===== src/rtl/rsa_mmio_responder_pkg.sv =====
// Shared definitions for the RSA MMIO responder: register map, STATUS bits,
// FSM state encodings and small bus helpers.
package rsa_pkg;

    localparam logic [2:0] OFS_BASE   = 3'd0;
    localparam logic [2:0] OFS_EXP    = 3'd1;
    localparam logic [2:0] OFS_MOD    = 3'd2;
    localparam logic [2:0] OFS_CTRL   = 3'd3;
    localparam logic [2:0] OFS_STATUS = 3'd4;
    localparam logic [2:0] OFS_RESULT = 3'd5;

    localparam int unsigned ST_BUSY = 0;
    localparam int unsigned ST_DONE = 1;
    localparam int unsigned ST_ERR  = 2;

    typedef enum logic [1:0] {E_IDLE, E_SQR, E_MUL, E_DONE} eng_state_e;
    typedef enum logic [1:0] {B_IDLE, B_RESP, B_WAIT} bus_state_e;

    function automatic logic [31:0] merge_lanes(input logic [31:0] old,
                                                input logic [31:0] wd,
                                                input logic [3:0]  be);
        logic [31:0] r;
        r = old;
        for (int unsigned l = 0; l < 4; l++) begin
            if (be[l]) r[8*l +: 8] = wd[8*l +: 8];
        end
        return r;
    endfunction

    function automatic logic [5:0] msb_index(input logic [31:0] v);
        logic [5:0] idx;
        idx = '0;
        for (int unsigned k = 0; k < 32; k++) begin
            if (v[k]) idx = 6'(k);
        end
        return idx;
    endfunction

endpackage


===== src/rtl/rsa_mmio_responder_if.sv =====
// Core-to-target RSA port: request held until a one-cycle ack.
interface rsa_mmio_responder_if;
    logic        rsa_en;
    logic [31:0] addr;
    logic [31:0] wdata;
    logic [3:0]  we;
    logic [31:0] rdata;
    logic        ack;

    modport master (output rsa_en, addr, wdata, we, input rdata, ack);
    modport slave  (input rsa_en, addr, wdata, we, output rdata, ack);
endinterface


===== src/rtl/rsa_mmio_responder_modmul.sv =====
// Blakley interleaved modular multiplier: one load cycle, then WIDTH iterations.
module rsa_modmul #(
    parameter int unsigned WIDTH = 32
) (
    input  logic             clk,
    input  logic             rst,
    input  logic             start_i,
    input  logic [WIDTH-1:0] a_i,
    input  logic [WIDTH-1:0] b_i,
    input  logic [WIDTH-1:0] m_i,
    output logic [WIDTH-1:0] p_o,
    output logic             done_o
);
    localparam int unsigned PW = WIDTH + 2;

    logic [WIDTH-1:0] a_q, a_d, b_q, b_d, m_q, m_d, p_q, p_d;
    logic [5:0]       cnt_q, cnt_d;
    logic             run_q, run_d, done_q, done_d;
    logic [PW-1:0]    acc;

    always_comb begin
        a_d    = a_q;
        b_d    = b_q;
        m_d    = m_q;
        p_d    = p_q;
        cnt_d  = cnt_q;
        run_d  = run_q;
        done_d = 1'b0;
        // 2P + b < 3M, so two conditional subtractions always land in [0, M)
        acc = {1'b0, p_q, 1'b0} + (a_q[WIDTH-1] ? {2'b00, b_q} : '0);
        if (acc >= {2'b00, m_q}) acc = acc - {2'b00, m_q};
        if (acc >= {2'b00, m_q}) acc = acc - {2'b00, m_q};
        if (start_i) begin
            a_d   = a_i;
            b_d   = b_i;
            m_d   = m_i;
            p_d   = '0;
            cnt_d = 6'(WIDTH - 1);
            run_d = 1'b1;
        end else if (run_q) begin
            p_d   = acc[WIDTH-1:0];
            a_d   = a_q << 1;
            cnt_d = cnt_q - 6'd1;
            if (cnt_q == '0) begin
                run_d  = 1'b0;
                done_d = 1'b1;
            end
        end
    end

    always_ff @(posedge clk) begin
        if (rst) begin
            a_q    <= '0;
            b_q    <= '0;
            m_q    <= '0;
            p_q    <= '0;
            cnt_q  <= '0;
            run_q  <= 1'b0;
            done_q <= 1'b0;
        end else begin
            a_q    <= a_d;
            b_q    <= b_d;
            m_q    <= m_d;
            p_q    <= p_d;
            cnt_q  <= cnt_d;
            run_q  <= run_d;
            done_q <= done_d;
        end
    end

    assign p_o    = p_q;
    assign done_o = done_q;

endmodule


===== src/rtl/rsa_mmio_responder.sv =====
// RSA bus target: bus FSM, register bank and left-to-right square-and-multiply
// sequencer driving a shared Blakley multiplier.
module rsa_mmio_responder
    import rsa_pkg::*;
#(
    parameter int unsigned WIDTH    = 32,
    parameter int unsigned OFS_BITS = 5
) (
    input  logic                 clk,
    input  logic                 rst,
    rsa_mmio_responder_if.slave  bus,
    output logic                 done_irq_o
);
    bus_state_e       bus_q, bus_d;
    eng_state_e       eng_q, eng_d;
    logic             ack_q, ack_d;
    logic [31:0]      rdata_q, rdata_d, rd_val;
    logic [WIDTH-1:0] base_q, base_d, exp_q, exp_d, mod_q, mod_d;
    logic [WIDTH-1:0] result_q, result_d, r_q, r_d;
    logic [WIDTH-1:0] eb_q, ee_q, em_q;
    logic             busy_q, busy_d, done_q, done_d, err_q, err_d, irq_q, irq_d;
    logic [5:0]       i_q, i_d;
    logic             kick_q, kick_d;

    logic             mm_start, mm_done;
    logic [WIDTH-1:0] mm_a, mm_b, mm_p;

    logic [OFS_BITS-1:0] ofs;
    logic [2:0]          idx;
    logic                is_read, wr_acc, start, start_err, start_ok, fin, exp_bit;
    logic                unused_addr_bits;

    assign ofs              = bus.addr[OFS_BITS-1:0];
    assign idx              = ofs[4:2];
    assign unused_addr_bits = ^{bus.addr[31:OFS_BITS], ofs[1:0]};
    assign is_read          = (bus.we == 4'b0000);
    assign fin              = (eng_q == E_DONE);
    assign wr_acc           = (bus_q == B_IDLE) && bus.rsa_en && !is_read && !busy_q;
    assign start            = wr_acc && (idx == OFS_CTRL) && bus.we[0] && bus.wdata[0];
    assign start_err        = (mod_q <= WIDTH'(1)) || (base_q >= mod_q);
    assign start_ok         = start && !start_err;
    assign exp_bit          = (ee_q & (WIDTH'(1) << i_q)) != '0;

    rsa_modmul #(.WIDTH(WIDTH)) u_modmul (
        .clk     (clk),
        .rst     (rst),
        .start_i (mm_start),
        .a_i     (mm_a),
        .b_i     (mm_b),
        .m_i     (em_q),
        .p_o     (mm_p),
        .done_o  (mm_done)
    );

    // STATUS forwards a finishing engine so a read in the E_DONE cycle sees done=1
    always_comb begin
        rd_val = '0;
        unique case (idx)
            OFS_BASE:   rd_val = 32'(base_q);
            OFS_EXP:    rd_val = 32'(exp_q);
            OFS_MOD:    rd_val = 32'(mod_q);
            OFS_STATUS: begin
                rd_val[ST_ERR]  = err_q;
                rd_val[ST_DONE] = done_q | fin;
                rd_val[ST_BUSY] = busy_q & ~fin;
            end
            OFS_RESULT: rd_val = 32'(result_q);
            default:    rd_val = '0;
        endcase
    end

    always_comb begin
        bus_d   = bus_q;
        ack_d   = 1'b0;
        rdata_d = '0;
        unique case (bus_q)
            B_IDLE: begin
                if (bus.rsa_en) begin
                    if (is_read && (idx == OFS_RESULT) && busy_q) begin
                        bus_d = B_WAIT;
                    end else begin
                        bus_d   = B_RESP;
                        ack_d   = 1'b1;
                        rdata_d = is_read ? rd_val : '0;
                    end
                end
            end
            B_RESP: bus_d = B_IDLE;
            B_WAIT: begin
                if (!busy_q) begin
                    bus_d   = B_RESP;
                    ack_d   = 1'b1;
                    rdata_d = 32'(result_q);
                end
            end
            default: bus_d = B_IDLE;
        endcase
    end

    always_comb begin
        base_d = base_q;
        exp_d  = exp_q;
        mod_d  = mod_q;
        if (wr_acc) begin
            unique case (idx)
                OFS_BASE: base_d = WIDTH'(merge_lanes(32'(base_q), bus.wdata, bus.we));
                OFS_EXP:  exp_d  = WIDTH'(merge_lanes(32'(exp_q), bus.wdata, bus.we));
                OFS_MOD:  mod_d  = WIDTH'(merge_lanes(32'(mod_q), bus.wdata, bus.we));
                default:  ;
            endcase
        end
    end

    always_comb begin
        busy_d   = busy_q;
        done_d   = done_q;
        err_d    = err_q;
        result_d = result_q;
        irq_d    = 1'b0;
        if (start) begin
            done_d = start_err;
            err_d  = start_err;
            if (start_err) begin
                result_d = '0;
                irq_d    = 1'b1;
            end else begin
                busy_d = 1'b1;
            end
        end
        if (fin) begin
            busy_d   = 1'b0;
            done_d   = 1'b1;
            result_d = r_q;
            irq_d    = 1'b1;
        end
    end

    // Each multiply is issued in the cycle the previous one completes, using its product directly
    always_comb begin
        eng_d    = eng_q;
        r_d      = r_q;
        i_d      = i_q;
        kick_d   = 1'b0;
        mm_start = 1'b0;
        mm_a     = r_q;
        mm_b     = r_q;
        unique case (eng_q)
            E_IDLE: begin
                if (start_ok) begin
                    r_d = WIDTH'(1);
                    i_d = msb_index(32'(exp_q));
                    if (exp_q == '0) begin
                        eng_d = E_DONE;
                    end else begin
                        eng_d  = E_SQR;
                        kick_d = 1'b1;
                    end
                end
            end
            E_SQR: begin
                if (kick_q) begin
                    mm_start = 1'b1;
                end else if (mm_done) begin
                    r_d  = mm_p;
                    mm_a = mm_p;
                    if (exp_bit) begin
                        eng_d    = E_MUL;
                        mm_start = 1'b1;
                        mm_b     = eb_q;
                    end else if (i_q == '0) begin
                        eng_d = E_DONE;
                    end else begin
                        i_d      = i_q - 6'd1;
                        mm_start = 1'b1;
                        mm_b     = mm_p;
                    end
                end
            end
            E_MUL: begin
                if (mm_done) begin
                    r_d  = mm_p;
                    mm_a = mm_p;
                    mm_b = mm_p;
                    if (i_q == '0) begin
                        eng_d = E_DONE;
                    end else begin
                        i_d      = i_q - 6'd1;
                        eng_d    = E_SQR;
                        mm_start = 1'b1;
                    end
                end
            end
            E_DONE:  eng_d = E_IDLE;
            default: eng_d = E_IDLE;
        endcase
    end

    always_ff @(posedge clk) begin
        if (rst) begin
            bus_q    <= B_IDLE;
            eng_q    <= E_IDLE;
            ack_q    <= 1'b0;
            rdata_q  <= '0;
            base_q   <= '0;
            exp_q    <= '0;
            mod_q    <= '0;
            result_q <= '0;
            r_q      <= '0;
            eb_q     <= '0;
            ee_q     <= '0;
            em_q     <= '0;
            busy_q   <= 1'b0;
            done_q   <= 1'b0;
            err_q    <= 1'b0;
            irq_q    <= 1'b0;
            i_q      <= '0;
            kick_q   <= 1'b0;
        end else begin
            bus_q    <= bus_d;
            eng_q    <= eng_d;
            ack_q    <= ack_d;
            rdata_q  <= rdata_d;
            base_q   <= base_d;
            exp_q    <= exp_d;
            mod_q    <= mod_d;
            result_q <= result_d;
            r_q      <= r_d;
            busy_q   <= busy_d;
            done_q   <= done_d;
            err_q    <= err_d;
            irq_q    <= irq_d;
            i_q      <= i_d;
            kick_q   <= kick_d;
            if (start_ok) begin
                eb_q <= base_q;
                ee_q <= exp_q;
                em_q <= mod_q;
            end
        end
    end

    assign bus.ack    = ack_q;
    assign bus.rdata  = rdata_q;
    assign done_irq_o = irq_q;

endmodule


===== src/flat_wrapper.sv =====
// flat-port wrapper written by rule: the top's interface ports become plain ports
module rsa_mmio_responder_flat import rsa_pkg::*;
#(
    parameter int unsigned WIDTH    = 32,
    parameter int unsigned OFS_BITS = 5
)
  (clk, rst, done_irq_o, bus_rsa_en, bus_addr, bus_wdata, bus_we, bus_rdata, bus_ack);
  rsa_mmio_responder_if bus_i ();
  input  logic clk;
  input  logic rst;
  output logic done_irq_o;
  input wire logic [$bits(bus_i.rsa_en)-1:0] bus_rsa_en;
  input wire logic [$bits(bus_i.addr)-1:0] bus_addr;
  input wire logic [$bits(bus_i.wdata)-1:0] bus_wdata;
  input wire logic [$bits(bus_i.we)-1:0] bus_we;
  output wire logic [$bits(bus_i.rdata)-1:0] bus_rdata;
  output wire logic [$bits(bus_i.ack)-1:0] bus_ack;
  assign bus_i.rsa_en = bus_rsa_en;
  assign bus_i.addr = bus_addr;
  assign bus_i.wdata = bus_wdata;
  assign bus_i.we = bus_we;
  assign bus_rdata = bus_i.rdata;
  assign bus_ack = bus_i.ack;
  rsa_mmio_responder #(.WIDTH(WIDTH), .OFS_BITS(OFS_BITS)) u_core (.clk(clk), .rst(rst), .bus(bus_i), .done_irq_o(done_irq_o));
endmodule

===== config.mk =====
export PLATFORM = sky130hd
export DESIGN_NAME = rsa_mmio_responder_flat
export DESIGN_NICKNAME = d
export VERILOG_FILES = /design/src/rtl/rsa_mmio_responder_pkg.sv /design/src/rtl/rsa_mmio_responder_if.sv /design/src/rtl/rsa_mmio_responder_modmul.sv /design/src/rtl/rsa_mmio_responder.sv /design/src/flat_wrapper.sv
export SDC_FILE = /design/constraint.sdc
export NUM_CORES = 1
export LEC_CHECK = 0
export ABC_AREA = 1
export BUFFER_PORTS_ARGS = -buffer_cell sky130_fd_sc_hd__buf_4
export CORE_MARGIN = 4
export CORE_UTILIZATION = 57
export DETAILED_ROUTE_END_ITERATION = 10
export PLACE_DENSITY = 0.83
export SYNTH_ARGS = -nofsm -noshare
export SYNTH_HDL_FRONTEND = slang
export SYNTH_SLANG_ARGS = --single-unit

===== constraint.sdc =====
create_clock -name clk -period 9.85 [get_ports clk]
set_input_delay 2.955 -clock clk [delete_from_list [all_inputs] [get_ports clk]]
set_output_delay 2.955 -clock clk [all_outputs]
set_load 0.02 [all_outputs]

==> run_results.csv <==
group,metric,value,unit
outcome,status,"finished, final reports clean",
critical_path,crit_type,"flip-flop to flip-flop",
critical_path,slowest_delay,890,ps
pwr,sw_frac_of_total,0.307,
detailed_routing,first_pass_iters,6,
cts,postCtsSetupRepairBufs,0,
cells_and_area,num-fill-cells,3961,
hold_path,hp-start,"u_core.ee_q[10]$_SDFFE_PP0P_",
floorplan,die_area,48200,µm²
pwr,p_per_area,161,nW/µm²
floorplan,io_pins,105,
critical_path,cp_slowest_cell,"dfxtp_1",
timing,whs,459,ps
timing,rsz0062_at_grt,"false",
hold_path,hold_end,"u_core.ee_q[10]$_SDFFE_PP0P_",
critical_path,critical_path_buf_inv_count,7,
critical_path,reg2reg_to,"u_core.u_modmul.p_o[23]$_SDFFE_PP0P_",
synth,ys_seq_elements,440,
global_routing,grt_pass1_wl,131000,µm
cts,h-tree-depth,2,
critical_path,critPathMaxFanout,32,
cts,cts_resized,0,
cells_and_area,area.growth.synth_to_final,9.21,%
cts,clk_latency,610,ps
pwr,p_seq_frac,0.424,
timing,hold_viol,0,
synth,yosysWarnings,0,
cells_and_area,seqCellArea,8810,µm²
placement,pre_cts_slack,1350,ps
placement,place_hpwl,60700,µm
timing,finClkSkew,28.7,ps
synth,ys.flop_type,"dfxtp_1",
detailed_routing,vias_per_cell,6.13,
detailed_routing,highest_layer,"met5",
floorplan,die_w,219,µm
detailed_routing,ant_nets,0,
timing,fin_crit_sh,0.889,
timing,max_freq,0.114,GHz
detailed_routing,drt_iter0_drc,3433,
detailed_routing,wl_met1,32900,µm
cts,cts_buffers,47,
floorplan,core_area,44200,µm²
critical_path,arrival,9220,ps
synth,synth_area_leader_cell,"dfxtp_1",
hold_path,min_path_cells,2,
synth,yosysUniqueCellTypes,62,
pwr,clkPwrFrac,0.410,
cts,cts_hold_buf,0,
cells_and_area,fin_nets,3878,
cells_and_area,multi_input_area,14500,µm²
timing,relSlewSlack,0.265,
synth,ys_seq_area_frac,0.346,
run,drv_cap,0,
hold_path,hold_path.class,"flip-flop to flip-flop",
synth,synth_edf_count,0,
detailed_routing,vias,26300,
timing,layout_setup_ws,1090,ps
pwr,leakage,12.3,nW
cells_and_area,drive_above_1_share,0.0692,
pwr,intPower,3.10,mW
placement,io_buffers,75,
global_routing,antenna_found_initial,1,
critical_path,crit_family,"compound AO/OA/AOI/OAI gates",
global_routing,grt_max_degree,134,
detailed_routing,wl_met2,37000,µm
detailed_routing,drc,0,
critical_path,cpMostUsedCell,"nand2_1",
global_routing,grt_pass1_vias,23800,
critical_path,reg2reg_slack,1090,ps
global_routing,gr-total-overflow,0,
synth,postSynthNetCount,3929,
detailed_routing,met3_length,9030,µm
critical_path,crit_path_start_kind,"flip-flop",
detailed_routing,wl_per_cell,19.8,µm
synth,synth_area_leaders,"dfxtp_1 35%, a21oi_1 11%, o21ai_0 9.9%",
floorplan,rows,77,
cts,cts_tree,"done",
synth,async_flop_share,0,
pwr,power.switching,1.38,mW
timing,drv_slew,0,
pwr,peakVddDrop,0.205,mV
synth,syn_inst,3716,
pwr,combPwrFrac,0.166,
cts,clk_path_buf_depth,3,
floorplan,start_util,0.576,
critical_path,end_kind,"flip-flop",
cts,cts.sinks,440,
critical_path,r2r_cells,49,
cts,root_buffer,"clkbuf_16",
detailed_routing,drt-total-wl,84800,µm
synth,syn_avg_cell_area,6.86,µm²
timing,worst_pin_slew,1090,ps
synth,synth.top_cell.area_share,0.346,
cells_and_area,num_antenna_cells,0,
synth,syn_area,25500,µm²
timing,min_period,8760,ps
timing,setup_violations,0,
floorplan,die_y,219,µm
critical_path,r2r-start,"u_core.u_modmul.a_q[31]$_SDFFE_PP0P_",
global_routing,grt_usage,0.342,
cts,path_clk_slew,60,ps
critical_path,crit_required,10310,ps
timing,setup_tns,0,ps
placement,gp_congestion,1.01,
power by group through the flow:
stage / Clock [mW] / Combinational, mW / Sequential, mW
floorplan: 0 / 0.511 / 1.91
global placement: 0 / 0.692 / 1.93
detailed placement: 0 / 0.704 / 1.93
CTS: 1.83 / 0.714 / 1.90
global route: 1.91 / 0.816 / 1.90
finish: 1.84 / 0.743 / 1.90
cells by family after synthesis:
family                   share of synthesized area
multiplexers                              0.000785
adder cells (fa/ha/maj)                     0.0706
AND/OR/NAND/NOR                              0.205
XOR/XNOR                                    0.0319
flip-flops                                   0.346
buffers and inverters                       0.0882
AO/OA/AOI/OAI                                0.258
sequential cells by signal (all words and copies together), names as in the netlist, 32 cells and up:
name,count
u_core.u_modmul.p_o,32
u_core.result_q,32
u_core.bus.rdata,32
u_core.mod_q,32
u_core.exp_q,32
u_core.em_q,32
u_core.ee_q,32
u_core.eb_q,32
u_core.u_modmul.m_q,32
u_core.u_modmul.a_q,32
u_core.base_q,32
u_core.r_q,32
u_core.u_modmul.b_q,32
cells in the final DEF (no fill, tap or decap), types with 10 or more instances in the layout:
cell type / instances
a211oi_1: 23
a21oi_1: 546
a221oi_1: 10
a22oi_1: 32
a31oi_1: 25
buf_4: 111
clkbuf_16: 47
clkbuf_8: 13
dfxtp_1: 439
ha_1: 139
inv_1: 354
nand2_1: 625
nand3_1: 149
nand4_1: 52
nor2_1: 307
nor3_1: 50
nor4_1: 18
o21ai_0: 506
or2_2: 16
xnor2_1: 50
xor2_1: 41
metrics by stage:
stage,cells,power [mW],cell area [µm²],utilization
6_report,4292,4.48,27800,0.630
5_1_grt,4292,4.63,27800,0.630
4_1_cts,4292,4.44,27800,0.630
3_5_place_dp,4208,2.64,26200,0.593
3_3_place_gp,4208,2.63,26200,0.593
2_1_floorplan,3716,2.42,25500,-
worst min-delay path: stages, from the launching register on:
cell,delay (ps)
dfxtp_1,300
inv_1,60
a21oi_1,60
cells in the mapped netlist (7+ instances only):
master	n
a211oi_1	23
a21oi_1	547
a221oi_1	10
a22oi_1	32
a31oi_1	25
buf_1	14
buf_2	32
clkbuf_1	157
dfxtp_1	440
ha_1	139
inv_1	357
inv_2	7
nand2_1	626
nand3_1	149
nand4_1	52
nor2_1	309
nor3_1	50
nor4_1	18
o21a_1	8
o21ai_0	506
o21ai_1	9
o221a_2	7
o221ai_1	7
or2_2	16
xnor2_1	50
xor2_1	41
final cells by class:
cell class | count | share of cell area
Clock buffer | 66 | 0.0495
Clock inverter | 18 | 0.00809
Inverter | 367 | 0.0498
Multi-Input combinational cell | 2698 | 0.520
Sequential cell | 440 | 0.316
Tap cell | 592 | 0.0266
Timing Repair Buffer | 111 | 0.0299
per-layer routing:
layer,vias to the layer above,GRT usage
met5,-,0
met4,4,0.199
met3,331,0.0596
met2,1475,0.533
met1,12000,0.447
li1,12500,-
worst max path at each step:
stage,startpoint,endpoint,slack (ps),cells after the start
6_report,u_core.u_modmul.a_q[31]$_SDFFE_PP0P_,u_core.u_modmul.p_o[23]$_SDFFE_PP0P_,1090,49
5_1_grt,u_core.u_modmul.a_q[31]$_SDFFE_PP0P_,u_core.u_modmul.p_o[25]$_SDFFE_PP0P_,430,49
4_1_cts,u_core.u_modmul.a_q[31]$_SDFFE_PP0P_,u_core.u_modmul.p_o[15]$_SDFFE_PP0P_,1300,49
3_5_place_dp,u_core.u_modmul.a_q[31]$_SDFFE_PP0P_,u_core.u_modmul.p_o[22]$_SDFFE_PP0P_,1350,44
3_3_place_gp,u_core.u_modmul.a_q[31]$_SDFFE_PP0P_,u_core.u_modmul.p_o[22]$_SDFFE_PP0P_,1410,47
2_1_floorplan,u_core.u_modmul.a_q[31]$_SDFFE_PP0P_,u_core.u_modmul.p_o[15]$_SDFFE_PP0P_,3040,51
(Power assumes the default switching activity.)
